[config.mk]
export PLATFORM = sky130hd
export DESIGN_NAME = cmul_join_sat
export DESIGN_NICKNAME = d
export VERILOG_FILES = /design/src/rtl/cmul_join_sat_pkg.sv /design/src/rtl/cmul_sat_core.sv /design/src/rtl/cmul_join_sat.sv
export SDC_FILE = /design/constraint.sdc
export NUM_CORES = 2
export LEC_CHECK = 0
export CAP_MARGIN = 25
export CORE_MARGIN = 2
export CORE_UTILIZATION = 63
export DETAILED_ROUTE_END_ITERATION = 7
export PLACE_DENSITY_LB_ADDON = 0.1
export SYNTH_ARGS = -nofsm -noshare
export SYNTH_HDL_FRONTEND = slang
export SYNTH_SLANG_ARGS = --single-unit
[constraint.sdc]
create_clock -name clk -period 7 [get_ports clk]
set_input_delay 1.4 -clock clk [delete_from_list [all_inputs] [get_ports clk]]
set_output_delay 1.4 -clock clk [all_outputs]
set_load 0.02 [all_outputs]
[src/rtl/cmul_join_sat_pkg.sv]
// Shared sc16 field layout, saturation limits and helpers for the
// cmul_join_sat complex multiplier stage.
package cmul_join_sat_pkg;

   localparam int SC16_I_MSB   = 31;
   localparam int SC16_I_LSB   = 16;
   localparam int SC16_Q_MSB   = 15;
   localparam int SC16_Q_LSB   = 0;
   localparam int PIPE_LATENCY = 4;

   localparam logic signed [15:0] SC16_MAX = 16'sh7FFF;
   localparam logic signed [15:0] SC16_MIN = 16'sh8000;
   localparam logic signed [32:0] SAT_HI   = 33'sd32767;
   localparam logic signed [32:0] SAT_LO   = -33'sd32768;

   function automatic logic signed [15:0] sc16_i(input logic [31:0] s);
      return s[SC16_I_MSB:SC16_I_LSB];
   endfunction

   function automatic logic signed [15:0] sc16_q(input logic [31:0] s);
      return s[SC16_Q_MSB:SC16_Q_LSB];
   endfunction

   function automatic logic signed [31:0] mul16(input logic signed [15:0] x,
                                                input logic signed [15:0] y);
      return $signed({{16{x[15]}}, x}) * $signed({{16{y[15]}}, y});
   endfunction

   function automatic logic signed [32:0] ext33(input logic signed [31:0] x);
      return {x[31], x};
   endfunction

   // Clamp an already-scaled value into the sc16 range.
   function automatic logic [15:0] sat16(input logic signed [32:0] v);
      logic [15:0] r;
      if (v > SAT_HI) begin
         r = SC16_MAX;
      end else if (v < SAT_LO) begin
         r = SC16_MIN;
      end else begin
         r = v[15:0];
      end
      return r;
   endfunction

endpackage

[src/rtl/cmul_sat_core.sv]
// Fixed four-stage complex multiply / round / saturate pipeline; never stalls,
// a valid and last bit travel alongside each stage.
module cmul_sat_core
   import cmul_join_sat_pkg::*;
#(
   parameter int SHIFT = 15
) (
   input  logic        clk,
   input  logic        flush_i,
   input  logic        valid_i,
   input  logic [31:0] a_i,
   input  logic [31:0] b_i,
   input  logic        last_i,
   output logic        valid_o,
   output logic [31:0] data_o,
   output logic        last_o
);

   localparam logic signed [32:0] ROUND = 33'sd1 <<< (SHIFT - 1);

   logic [3:0]         vld_q;
   logic [3:0]         last_q;
   logic signed [15:0] ar_q, ai_q, br_q, bi_q;
   logic signed [31:0] p_rr_q, p_ii_q, p_ri_q, p_ir_q;
   logic signed [32:0] re_q, im_q;
   logic [31:0]        data_q;

   // Stage valids are flushed; last rides along unreset and is qualified later.
   always_ff @(posedge clk) begin
      if (flush_i) begin
         vld_q <= 4'b0000;
      end else begin
         vld_q <= {vld_q[2:0], valid_i};
      end
      last_q <= {last_q[2:0], last_i};
   end

   // S1 capture, S2 products, S3 sums plus half-LSB, S4 shift and clamp.
   always_ff @(posedge clk) begin
      ar_q   <= sc16_i(a_i);
      ai_q   <= sc16_q(a_i);
      br_q   <= sc16_i(b_i);
      bi_q   <= sc16_q(b_i);
      p_rr_q <= mul16(ar_q, br_q);
      p_ii_q <= mul16(ai_q, bi_q);
      p_ri_q <= mul16(ar_q, bi_q);
      p_ir_q <= mul16(ai_q, br_q);
      re_q   <= ext33(p_rr_q) - ext33(p_ii_q) + ROUND;
      im_q   <= ext33(p_ri_q) + ext33(p_ir_q) + ROUND;
      data_q <= {sat16(re_q >>> SHIFT), sat16(im_q >>> SHIFT)};
   end

   assign valid_o = vld_q[3];
   assign last_o  = last_q[3];
   assign data_o  = data_q;

endmodule

[src/rtl/cmul_join_sat.sv]
// Joins the A and B sc16 streams pairwise, multiplies them, and buffers the
// results in a credit-counted FIFO so the pipeline never has to stall.
module cmul_join_sat
   import cmul_join_sat_pkg::*;
#(
   parameter int SHIFT     = 15,
   parameter int FIFO_SIZE = 3
) (
   input  logic        clk,
   input  logic        reset,
   input  logic        clear,
   input  logic [31:0] a_tdata,
   input  logic        a_tlast,
   input  logic        a_tvalid,
   output logic        a_tready,
   input  logic [31:0] b_tdata,
   input  logic        b_tlast,
   input  logic        b_tvalid,
   output logic        b_tready,
   output logic [31:0] o_tdata,
   output logic        o_tlast,
   output logic        o_tvalid,
   input  logic        o_tready,
   output logic        last_mismatch
);

   localparam logic [FIFO_SIZE:0] DEPTH = {1'b1, {FIFO_SIZE{1'b0}}};
   localparam logic [FIFO_SIZE:0] ONE   = {{FIFO_SIZE{1'b0}}, 1'b1};
   localparam logic [FIFO_SIZE:0] ZERO  = {(FIFO_SIZE + 1){1'b0}};

   logic                 flush_s, space_s, accept_s, pop_s;
   logic [FIFO_SIZE:0]   credit_q, credit_d, wr_ptr_q, rd_ptr_q;
   logic                 last_mismatch_q;
   logic                 core_valid_s, core_last_s;
   logic [31:0]          core_data_s;
   logic [32:0]          mem_q [0:(1 << FIFO_SIZE) - 1];
   logic [32:0]          head_s;

   // Credit covers every sample in the pipeline and the FIFO, so readiness
   // never depends on o_tready in the same cycle.
   assign flush_s  = reset | clear;
   assign space_s  = (credit_q < DEPTH);
   assign a_tready = b_tvalid & space_s & ~flush_s;
   assign b_tready = a_tvalid & space_s & ~flush_s;
   assign accept_s = a_tvalid & b_tvalid & space_s & ~flush_s;
   assign pop_s    = o_tvalid & o_tready;

   // Next credit value from accept/pop.
   always_comb begin
      credit_d = credit_q;
      case ({accept_s, pop_s})
         2'b10:   credit_d = credit_q + ONE;
         2'b01:   credit_d = credit_q - ONE;
         default: credit_d = credit_q;
      endcase
   end

   // Control state: credit, FIFO pointers, mismatch pulse.
   always_ff @(posedge clk) begin
      if (flush_s) begin
         credit_q        <= ZERO;
         wr_ptr_q        <= ZERO;
         rd_ptr_q        <= ZERO;
         last_mismatch_q <= 1'b0;
      end else begin
         credit_q        <= credit_d;
         wr_ptr_q        <= core_valid_s ? (wr_ptr_q + ONE) : wr_ptr_q;
         rd_ptr_q        <= pop_s ? (rd_ptr_q + ONE) : rd_ptr_q;
         last_mismatch_q <= accept_s & (a_tlast ^ b_tlast);
      end
   end

   cmul_sat_core #(
      .SHIFT (SHIFT)
   ) u_core (
      .clk     (clk),
      .flush_i (flush_s),
      .valid_i (accept_s),
      .a_i     (a_tdata),
      .b_i     (b_tdata),
      .last_i  (a_tlast),
      .valid_o (core_valid_s),
      .data_o  (core_data_s),
      .last_o  (core_last_s)
   );

   // FIFO storage; contents are not reset, only the pointers are.
   always_ff @(posedge clk) begin
      if (core_valid_s) begin
         mem_q[wr_ptr_q[FIFO_SIZE-1:0]] <= {core_last_s, core_data_s};
      end else begin
         mem_q[wr_ptr_q[FIFO_SIZE-1:0]] <= mem_q[wr_ptr_q[FIFO_SIZE-1:0]];
      end
   end

   assign head_s        = mem_q[rd_ptr_q[FIFO_SIZE-1:0]];
   assign o_tvalid      = (wr_ptr_q != rd_ptr_q);
   assign o_tdata       = head_s[31:0];
   assign o_tlast       = o_tvalid & head_s[32];
   assign last_mismatch = last_mismatch_q;

endmodule
Word level (Yosys, flattened, before mapping). Memories as Yosys holds them, arrays and structs flattened. A register that Yosys moved wholly into a read port is not among the register bits. Index checks and enable logic that the tools add are counted. Widths: inputs -> output; s select.

Add/sub/neg operators: 8. $mul: 4. $lt $le $gt $ge: 5. Equality and inequality tests: 4. Mux-type cells: 9. Bitwise operators: 14. Reductions and logical operators: 2.

Operators with widths (number): $mul 16x16->32 (4); $add 33x16->33 const B (2); $gt 18x16->1 const B (2); $lt 18x16->1 const B (2); $add 32x32->33 (1); $mux 33 (1); $sub 32x32->33 (1); $mux 16 (2); $add 4x1->4 const B (3); $and 1x1->1 (10); $pmux 4 s2 (1); $mux 3 (2); $lt 4x4->1 const B (1); $ne 4x4->1 (1); $sub 4x1->4 const B (1); $mux 1 (3); $eq 2x1->1 const B (1); $eq 2x2->1 const B (1); $or 1x1->1 (2); $reduce_and 2->1 (1); $reduce_bool 2->1 (1); $ne 0x0->1 (1); $not 1->1 (1); $xor 1x1->1 (1).

Bits in registers: 311. RAM bits: 264. Input bits: 72. Memories: 1.

Memories: mem_q (depth 8, width 33, read ports 1, clocked after Yosys merged registers in 1, wr ports 1, line cmul_join_sat.sv:36) `logic [32:0] mem_q [0:(1 << FIFO_SIZE) - 1];`.

Longest topological paths before layout.
Word-level depth: 5. Mapped depth: 24. Mapped depth without buffers: 23.

Cells and area by module. A second synthesis with hierarchy kept.

Cells, all modules: 5700. Area total of the unflattened synthesis: 59533.3 um2.

By module, submodules not included: cmul_sat_core (times used 1, cells each 5224, area each 48592.9 um2, seq. area each 5365.1 um2); cmul_join_sat (times used 1, cells each 476, area each 10940.5 um2, seq. area each 8247.9 um2).

Least setup slack after synthesis. OpenSTA, ideal clock, no wires.

Path type: register to register. From: reg u_core.ar_q[15]. To: reg u_core.p_ri_q[30]. Arrival time: 6.209 ns. Required time: 6.882 ns. Path slack: 0.673 ns. Stages on the path, launching flop included: 23. Buffers on the path: 2. Period minus slack after synthesis: 6.327 ns. Cells stage by stage: dfxtp_1 -> clkbuf_1 -> nand2_1 -> inv_1 -> fa_1 -> fa_1 -> fa_1 -> fa_1 -> fa_1 -> inv_1 -> fa_1 -> inv_1 -> ha_1 -> clkbuf_1 -> nand3_1 -> nor2_1 -> nand2_1 -> or4b_2 -> o211a_1 -> nand3_1 -> a31o_2 -> a21oi_1 -> xnor2_1.

Cells in the longest elaborated chain, start to end: 1.

RTL lines: start, declared (line cmul_sat_core.sv:23) `logic signed [15:0] ar_q, ai_q, br_q, bi_q;`; start signal, assigned (line cmul_sat_core.sv:40) `ar_q <= sc16_i(a_i);`; $mul 16x16->32 (line cmul_join_sat_pkg.sv:26) `return $signed({{16{x[15]}}, x}) * $signed({{16{y[15]}}, y});`; end signal, assigned (line cmul_sat_core.sv:46) `p_ri_q <= mul16(ar_q, bi_q);`; end, declared (line cmul_sat_core.sv:24) `logic signed [31:0] p_rr_q, p_ii_q, p_ri_q, p_ir_q;`.

No other way between the ends. A chain may end at the register's enable or synchronous reset.

Worst setup path after layout.
From: reg u_core.br_q[9]. To: reg u_core.p_rr_q[31].

Cells in the longest elaborated chain, start to end: 1.

RTL lines: start, declared (line cmul_sat_core.sv:23); start signal, assigned (line cmul_sat_core.sv:42) `br_q <= sc16_i(b_i);`; $mul 16x16->32 (line cmul_join_sat_pkg.sv:26); end signal, assigned (line cmul_sat_core.sv:44) `p_rr_q <= mul16(ar_q, br_q);`; end, declared (line cmul_sat_core.sv:24).

No other way between the ends.

==> results.yml <==
cts:
  hold_buffers: 0
  cts_made_buffers: 59
  clock_sinks: 548
  cts_buffer_depth: 3
  cts-root-buf: "clkbuf_16"
  clkTransAtPathRegs_ns: 0.07
  clkLatencyLatePin_ns: 0.68
  cts_tree: "built"
  ctsHtreeMaxLevel: 2
final_layout:
  final_nets: 7274
  multiInputGateArea_um2: 39900
  finalNonFillerCells: 7006
  drive_gt1_share_pct: 7.04
  nFillCells: 7019
  final_common_cell: "inv_1"
  area_growth_pct: 9.21
  most-common-layout-cells: "1,198 x inv_1, 1,048 x fa_1, 553 x nand2_1"
  regArea_um2: 13600
worst_setup_path:
  crit_path_end_kind: "flip-flop"
  ff2ff_path_depth: 22
  setup.worst_path.start_class: "flip-flop"
  crit_required_ns: 7.56
  path_class: "reg -> reg"
  arrival_ns: 7.30
  cp_max_fo: 18
global_route:
  antenna_found_initial: 1
  grt_use_total_pct: 30.9
  grt-ovfl-total: 0
  grt_max_degree: 40
  grt_pass1_vias: 41200
  grt_pass1_wl_um: 225000
synthesis:
  synth_seq_cells: 548
  synth_area_leader_cell: "fa_1"
  netlist_area_um2: 58800
  ys_async_sr_fraction_pct: 0
  yosys-top-cells-area: "fa_1 36%, edfxtp_1 13%, ha_1 9.7%, dfxtp_1 9.7%, inv_1 7.6%"
  synth_top_area_share_pct: 35.7
  synth_nets: 7181
  yosysSeqAreaShare_pct: 23.1
  syn_inst: 5605
  ys.flop_type: "dfxtp_1"
  synth_edf_count: 264
  avgSynthCellArea_um2: 10.5
  synth_warnings: 0
  ys_types: 75
sta:
  fmax_mhz: 148
  worstMarginPinSlew_ns: 1.11
  finalHoldViolations: 0
  fin_crit_sh_pct: 96.4
  finClkSkew_ns: 0.0391
  setup_tns_ns: 0
  fin_hold_ws_ns: 0.325
  setup_viol: 0
  drv_slew: 0
  finalCriticalPeriod_ns: 6.74
  slew_headroom_pct: 25.8
  rsz0062_at_grt: "no"
floorplan:
  start_util_pct: 63.3
  die_w_um: 310
  die_h_um: 310
  coreArea_um2: 92900
  io_pins: 109
  row_count: 112
  die_area_um2: 95900
status:
  status: "complete, no violations"
detailed_routing:
  drc: 0
  first_pass_iters: 5
  wl_per_cell_um: 19.6
  final_antenna_net_count: 0
  drtIter0Drc: 2784
  wirelength_um: 137000
  num_vias: 38400
  via_per_inst: 5.48
placement:
  io_buffer_count: 108
  routabilityCongestion: 0.907
  dp_hpwl_um: 105000
  dp_cells: 6887
run:
  maxCapViolCount: 0
min_path:
  hold_class: "reg -> reg"
  holdPathStages: 0
-- flip-flops by register name (all words and copies together) (netlist names), 16 cells and up, named ones only --
register	flops
u_core.ai_q	16
u_core.data_o	32
mem_q	264
u_core.re_q	18
u_core.ar_q	16
u_core.bi_q	16
u_core.br_q	16
u_core.im_q	18
u_core.p_rr_q	32
u_core.p_ii_q	32
u_core.p_ri_q	32
u_core.p_ir_q	32
-- routing by layer --
metal  up-vias  share of wire (%)  GRT usage [%]
li1      17300                  -              -
met1     19400                 42           42.8
met2      1330                 45           48.3
met3       272                7.6           5.03
met4         4                5.4           13.9
met5         -              0.018              0
-- critical path: stages, from the launching register on --
cell       delay [ns]
dfxtp_1          0.62
buf_4            0.40
nand2_1          0.12
fa_1             0.49
inv_1            0.06
fa_1             0.50
inv_1            0.06
fa_1             0.55
inv_1            0.06
fa_1             0.39
fa_1             0.51
inv_1            0.05
fa_1             0.47
inv_1            0.04
ha_1             0.37
nand3_1          0.16
nor2_1           0.24
o21ai_0          0.12
nor2_1           0.36
o221ai_1         0.35
o2111ai_1        0.44
o31ai_1          0.13
xnor2_1          0.14
-- path summary, 6_finish.rpt --
kind | from | to | slack [ns]
hold / removal | u_core.last_q[0] | u_core.last_q[1] | 0.33
hold reg to reg | u_core.last_q[0] | u_core.last_q[1] | 0.33
setup / recovery | u_core.br_q[9] | u_core.p_rr_q[31] | 0.26
setup reg to reg | u_core.br_q[9] | u_core.p_rr_q[31] | 0.26
-- through the flow --
stage / area, um^2 / util [%] / setup WS [ns]
after floorplan: 58800 / - / 0.673
after global routing: 64300 / 69.2 / 0.00430
after CTS: 64200 / 69.1 / 0.195
after detailed placement: 62100 / 66.8 / 0.220
after global placement: 62100 / 66.8 / 0.293
final: 64300 / 69.2 / 0.255
-- cell families after synthesis --
family | count (synthesis) | share of synthesized area [%]
xor gates and xnor gates | 193 | 2.87
DFF | 548 | 23.1
and+or+nand+nor | 1416 | 11.7
buffers and inverters | 1433 | 9.14
muxes | 101 | 3.19
adders and majority gates | 1504 | 45.4
AOI/OAI and AO/OA | 410 | 4.57
-- final cells by class --
class,instances,share of cell area (%)
well taps,1254,2.44
diodes,3,0.0117
flip-flops and latches,548,21.2
clock buffers,80,2.54
inverters,1199,7.00
clock inverters,32,0.648
repair buffers,266,4.04
multi-input cells,3624,62.1
-- synth_stat cells (4+ instances only) --
cell	number
inv_1	1198
fa_1	1049
nand2_1	553
and2_1	506
ha_1	455
dfxtp_1	284
edfxtp_1	264
nor2_1	227
clkbuf_1	221
a21oi_1	149
xnor2_1	149
a21o_1	67
mux4_2	66
o21ai_0	55
xor2_1	44
mux2_2	32
nand3_1	27
nand2b_1	26
o21a_1	22
o21bai_1	20
nor3_1	16
nand4_1	15
buf_1	12
a211oi_1	9
a31o_2	9
o211ai_1	8
or2_2	8
a311oi_1	7
and3_1	7
nand4b_1	6
a211o_1	5
nor2b_1	5
o2111ai_1	5
o221ai_1	5
o31ai_1	5
or3_1	4
-- what timing repair did --
item / in CTS / in global routing
setup buffers: 0 / 0
setup endpoints to repair: 0 / 9
hold endpoints to repair: 0 / 0
gates resized for setup: 0 / 8
Power is left out: the tool's default activity adds up to more than one toggle a clock period on the data nets, which glitch-free logic cannot reach.
